[src/rtl/video_write_seq.sv]
// video_write_seq: burst/fill write sequencer feeding the video engine write port
module video_write_seq #(
  parameter int FIFO_DEPTH = 8
) (
  input  logic        clk,
  input  logic        reset,
  input  logic        cmd_valid,
  output logic        cmd_ready,
  input  logic [1:0]  cmd_param,
  input  logic [10:0] cmd_index,
  input  logic [10:0] cmd_count,
  input  logic        cmd_fill,
  input  logic        data_valid,
  output logic        data_ready,
  input  logic [15:0] data_val,
  output logic        wen,
  output logic [1:0]  w_param,
  output logic [10:0] w_index,
  output logic [15:0] w_val,
  output logic        busy,
  output logic        err
);
  localparam int AW = $clog2(FIFO_DEPTH);
  typedef enum logic [1:0] {IDLE, BURST, FILL_LOAD, FILL} state_t;
  state_t state;
  logic [15:0] mem [FIFO_DEPTH];
  logic [AW:0] wp, rp;
  logic [1:0] param;
  logic [10:0] idx, rem, limit;
  logic [15:0] fill_val, head, wv;
  logic clip, full, empty, push, pop, emit, in_range;
  assign full = (wp[AW] != rp[AW]) && (wp[AW-1:0] == rp[AW-1:0]);
  assign empty = wp == rp;
  assign data_ready = !full;
  assign push = data_valid && !full;
  assign head = mem[rp[AW-1:0]];
  assign pop = (state == BURST || state == FILL_LOAD) && !empty;
  assign emit = (state == BURST && !empty) || state == FILL;
  assign wv = state == FILL ? fill_val : head;
  assign limit = param == 2'd0 ? 11'd16 : param == 2'd1 ? 11'd256 : 11'd1200;
  assign in_range = idx < limit;
  assign cmd_ready = state == IDLE;
  assign busy = state != IDLE;
  always_ff @(posedge clk)
    if (push) mem[wp[AW-1:0]] <= data_val;
  always_ff @(posedge clk) begin
    if (reset) begin
      state <= IDLE;
      wp <= '0;
      rp <= '0;
      clip <= 1'b0;
      wen <= 1'b0;
      err <= 1'b0;
      w_param <= '0;
      w_index <= '0;
      w_val <= '0;
      param <= '0;
      idx <= '0;
      rem <= '0;
      fill_val <= '0;
    end else begin
      if (push) wp <= wp + 1'b1;
      if (pop) rp <= rp + 1'b1;
      wen <= emit && in_range;
      err <= emit && !in_range && !clip;
      if (emit && in_range) begin
        w_param <= param;
        w_index <= idx;
        w_val <= wv;
      end
      // clip flag deliberately survives index wrap so err fires once per command
      if (emit) begin
        idx <= idx + 11'd1;
        rem <= rem - 11'd1;
        if (!in_range) clip <= 1'b1;
        if (rem == 11'd1) state <= IDLE;
      end
      if (state == IDLE && cmd_valid && cmd_count != '0) begin
        param <= cmd_param;
        idx <= cmd_index;
        rem <= cmd_count;
        clip <= 1'b0;
        state <= cmd_fill ? FILL_LOAD : BURST;
      end
      if (state == FILL_LOAD && !empty) begin
        fill_val <= head;
        state <= FILL;
      end
    end
  end
endmodule

[config.mk]
export PLATFORM = sky130hd
export DESIGN_NAME = video_write_seq
export DESIGN_NICKNAME = d
export VERILOG_FILES = /design/src/rtl/video_write_seq.sv
export SDC_FILE = /design/constraint.sdc
export NUM_CORES = 1
export LEC_CHECK = 0
export ABC_AREA = 1
export BUFFER_PORTS_ARGS = -buffer_cell sky130_fd_sc_hd__buf_4
export CAP_MARGIN = 40
export CORE_UTILIZATION = 60
export CTS_CLUSTER_DIAMETER = 120
export CTS_CLUSTER_SIZE = 12
export DETAILED_ROUTE_END_ITERATION = 6
export GPL_ROUTABILITY_DRIVEN = 0
export PLACE_DENSITY = 0.8
export SYNTH_ARGS = -nofsm -noshare
export SYNTH_HDL_FRONTEND = slang
export SYNTH_SLANG_ARGS = --single-unit
export TNS_END_PERCENT = 5
[constraint.sdc]
create_clock -name clk -period 3.45 [get_ports clk]
set_clock_uncertainty 0.15 [all_clocks]
set_input_delay 0 -clock clk [delete_from_list [all_inputs] [get_ports clk]]
set_output_delay 0 -clock clk [all_outputs]
set_load 0.1 [all_outputs]
==> results.py <==
metrics = {
    "sta": {
        "max_freq_mhz": 339.1,
        "finalSetupViolations": 0,
        "rsz0062_at_grt": "false",
        "setup_tns_ns": 0,
        "finalCriticalPeriod_ns": 2.949,
        "relSlewSlack_pct": 51.82,
        "period_share_pct": 85.47,
        "whs_ns": 0.1337,
        "hold_viol_final": 0,
        "tightest_slew_ns": 0.7227,
        "finalMaxSlewViolations": 0,
    },
    "outcome": {
        "status": "completed",
    },
    "placement": {
        "dpl_cell_area_sq_um": 10090,
        "portBuffers": 78,
        "hpwlAfterDp_microns": 12650,
        "place_inst": 1290,
    },
    "die": {
        "coreArea_sq_um": 15260,
        "start_util_pct": 61.67,
        "pin_count": 79,
        "die_h_microns": 127.2,
        "fp-row-count": 45,
        "dieArea_sq_um": 16190,
        "fp.dieW_microns": 127.2,
    },
    "critical_path": {
        "rr_startpoint": "state[0]$_SDFFE_PP0P_",
        "crit_path_start_kind": "flop",
        "cp.required_ns": 3.67,
        "cp-end-kind": "flop",
        "path_class": "reg2reg",
        "r2r-end": "rem[8]$_SDFFE_PP0P_",
        "cp_data_arrival_time_ns": 3.16,
        "reg2reg_depth": 7,
        "path_max_fanout": 23,
        "r2r_setup_slack_ns": 0.50,
    },
    "detailed_routing": {
        "drt-total-wl_microns": 20990,
        "first_iter_violations": 782,
        "drc_errors": 0,
        "dr.pass1.iters": 7,
        "num_vias": 7422,
        "wl_per_cell_microns": 15.26,
        "final_antenna_net_count": 0,
        "post_drt_via_cell_ratio": 5.398,
    },
    "cts": {
        "clk_pin_slew_worst_paths_ns": 0.06,
        "cts-root-buf": "clkbuf_16",
        "max-clock-path-buffers": 3,
        "htree_levels": 1,
        "postCtsResizedCells": 0,
        "cts_tree": "yes",
        "cts_setup_buffers": 0,
        "clkSinkCount": 213,
        "worstSkewPairLatency_ns": 0.49,
        "cts_buffers": 21,
        "hold_buffers": 49,
    },
    "worst_hold_path": {
        "holdPathStages": 2,
        "min_from": "data_val[14]",
        "worstHoldEndpoint": "mem[2][14]$_DFFE_PP_",
        "hold_class": "in2reg",
    },
    "yosys": {
        "yosysWarnings": 0,
        "synth_area_leaders": "edfxtp_1 (41%), dfxtp_1 (18%), nor2_1 (9.0%), nand2_1 (7.4%), o21ai_0 (5.6%)",
        "synth_nets": 1094,
        "ys_types": 37,
        "synth_top_area_cell": "edfxtp_1",
        "synth_top_area_share_pct": 40.85,
        "yosysSeqAreaShare_pct": 58.93,
        "ys_ff_latch": 213,
        "avgSynthCellArea_sq_um": 9.083,
        "syn-cell-area_sq_um": 9410,
        "syn_inst": 1036,
    },
    "global_route": {
        "antenna_found_initial": 0,
        "grt_pass1_vias": 6905,
        "track_usage_pct": 26.60,
        "grt_pass1_wl_microns": 33900,
        "overflow": 0,
        "grt_max_degree": 65,
    },
    "finish": {
        "fillers": 1086,
        "syn_to_final_growth_pct": 18.62,
        "regArea_sq_um": 5547,
        "drive_above_1_share_pct": 13.32,
        "diodes": 0,
        "nNetsFinal": 1209,
        "instances_no_fill": 1375,
        "multi_input_area_sq_um": 3337,
        "design_area_sq_um": 11160,
    },
    "job": {
        "max_cap_viol_count": 0,
    },
    "pwr": {
        "power.total_mw": 6.635,
        "peakVddDrop_mv": 0.5074,
        "power_per_cell_area_nw_per_um2": 594.4,
        "p_leak_nw": 4.472,
    },
}
stage by stage:
stage          worst slack, ns  util (%)
2_1_floorplan           0.2995         -
3_3_place_gp             1.082     66.12
3_5_place_dp            0.9640     66.12
4_1_cts                 0.5407     73.15
5_1_grt                 0.3731     73.15
6_report                0.5013     73.15
area by class of cell:
type	instances	area share, %
Inverter	64	2.175
Multi-Input combinational cell	709	29.90
Clock inverter	1	0.04484
Timing Repair Buffer	142	10.65
Tap cell	211	2.365
Sequential cell	213	49.69
Clock buffer	35	5.179
report_power, final:
group | internal, mW | switching (mW)
sequential | 2.85 | 0.121
combinational | 0.496 | 1.16
clock | 1.13 | 0.873
total | 4.48 | 2.15
cell usage in the layout, fill, tap and decap left out, types with 15 or more instances in the layout:
| master | synthesis | layout |
|---|---|---|
| dfxtp_1 | 85 | 84 |
| nand3_1 | 48 | 48 |
| a21oi_1 | 37 | 37 |
| o21ai_1 | 15 | 15 |
| nor2_1 | 225 | 225 |
| inv_1 | 56 | 56 |
| clkbuf_16 | 0 | 21 |
| dlygate4sd3_1 | 0 | 49 |
| nand2_2 | 15 | 15 |
| buf_4 | 6 | 93 |
| edfxtp_1 | 128 | 128 |
| o21ai_0 | 105 | 105 |
| nand2_1 | 186 | 186 |
cells by family (layout without fill, tap and decap cells):
kind of cell | Yosys count | after routing | share of synthesized area, %
flops | 213 | 213 | 58.93
xor+xnor | 9 | 9 | 0.8377
fa+ha+maj | 13 | 13 | 1.729
simple gates | 502 | 502 | 22.01
buf+inv | 114 | 242 | 5.664
compound gates | 185 | 185 | 10.84
cells in the mapped netlist:
cell and instances:
a21oi_1 37, a21oi_2 12, a21oi_4 1, buf_1 1, buf_12 1, buf_2 18
buf_4 6, buf_6 4, buf_8 1, clkbuf_1 19, clkinv_1 4, dfxtp_1 85
edfxtp_1 128, ha_1 13, inv_1 56, inv_2 3, inv_4 1, nand2_1 186
nand2_2 15, nand2_4 2, nand2_8 1, nand2b_1 1, nand3_1 48, nand3_4 1
nand3b_1 1, nand4_1 2, nor2_1 225, nor2_2 2, nor3_1 15, nor3b_1 1
o211ai_1 13, o21ai_0 105, o21ai_1 15, o21bai_1 2, or2_1 2, xnor2_1 2
xor2_1 7
registers in the layout (all words and copies together) (netlist names), 4 cells and up, named ones only:
| signal | count |
|---|---|
| idx | 11 |
| mem | 128 |
| rem | 11 |
| wp | 4 |
| fill_val | 16 |
| rp | 4 |
| w_val | 16 |
| w_index | 11 |
layer usage:
layer  vias to the layer above  global-route usage (%)  wire, microns
met5                         -                       0              0
met4                         0                   7.983            462
met3                        44                   3.434           1697
met2                       328                   43.96           9825
met1                      3390                   37.05           9003
li1                       3660                       -              -
worst max-delay path by stage:
stage	from	end	depth (start not counted)
global route	state[0]$_SDFFE_PP0P_	rem[8]$_SDFFE_PP0P_	7
global placement	state[0]$_SDFFE_PP0P_	w_val[10]$_SDFFE_PP0P_	6
CTS	state[0]$_SDFFE_PP0P_	rem[8]$_SDFFE_PP0P_	7
detailed placement	state[0]$_SDFFE_PP0P_	w_val[2]$_SDFFE_PP0P_	6
floorplan	wp[1]$_SDFFE_PP0P_	mem[0][0]$_DFFE_PP_	9
finish	state[0]$_SDFFE_PP0P_	rem[8]$_SDFFE_PP0P_	7
critical path, stage by stage, from the launching register on:
cell	delay, ns
dfxtp_1	0.39
ha_1	0.65
clkinv_1	0.38
nand3_4	0.34
inv_2	0.19
nand2_1	0.10
a21oi_1	0.07
dlygate4sd3_1	0.57
No activity file was read; power rests on OpenSTA's default activity.
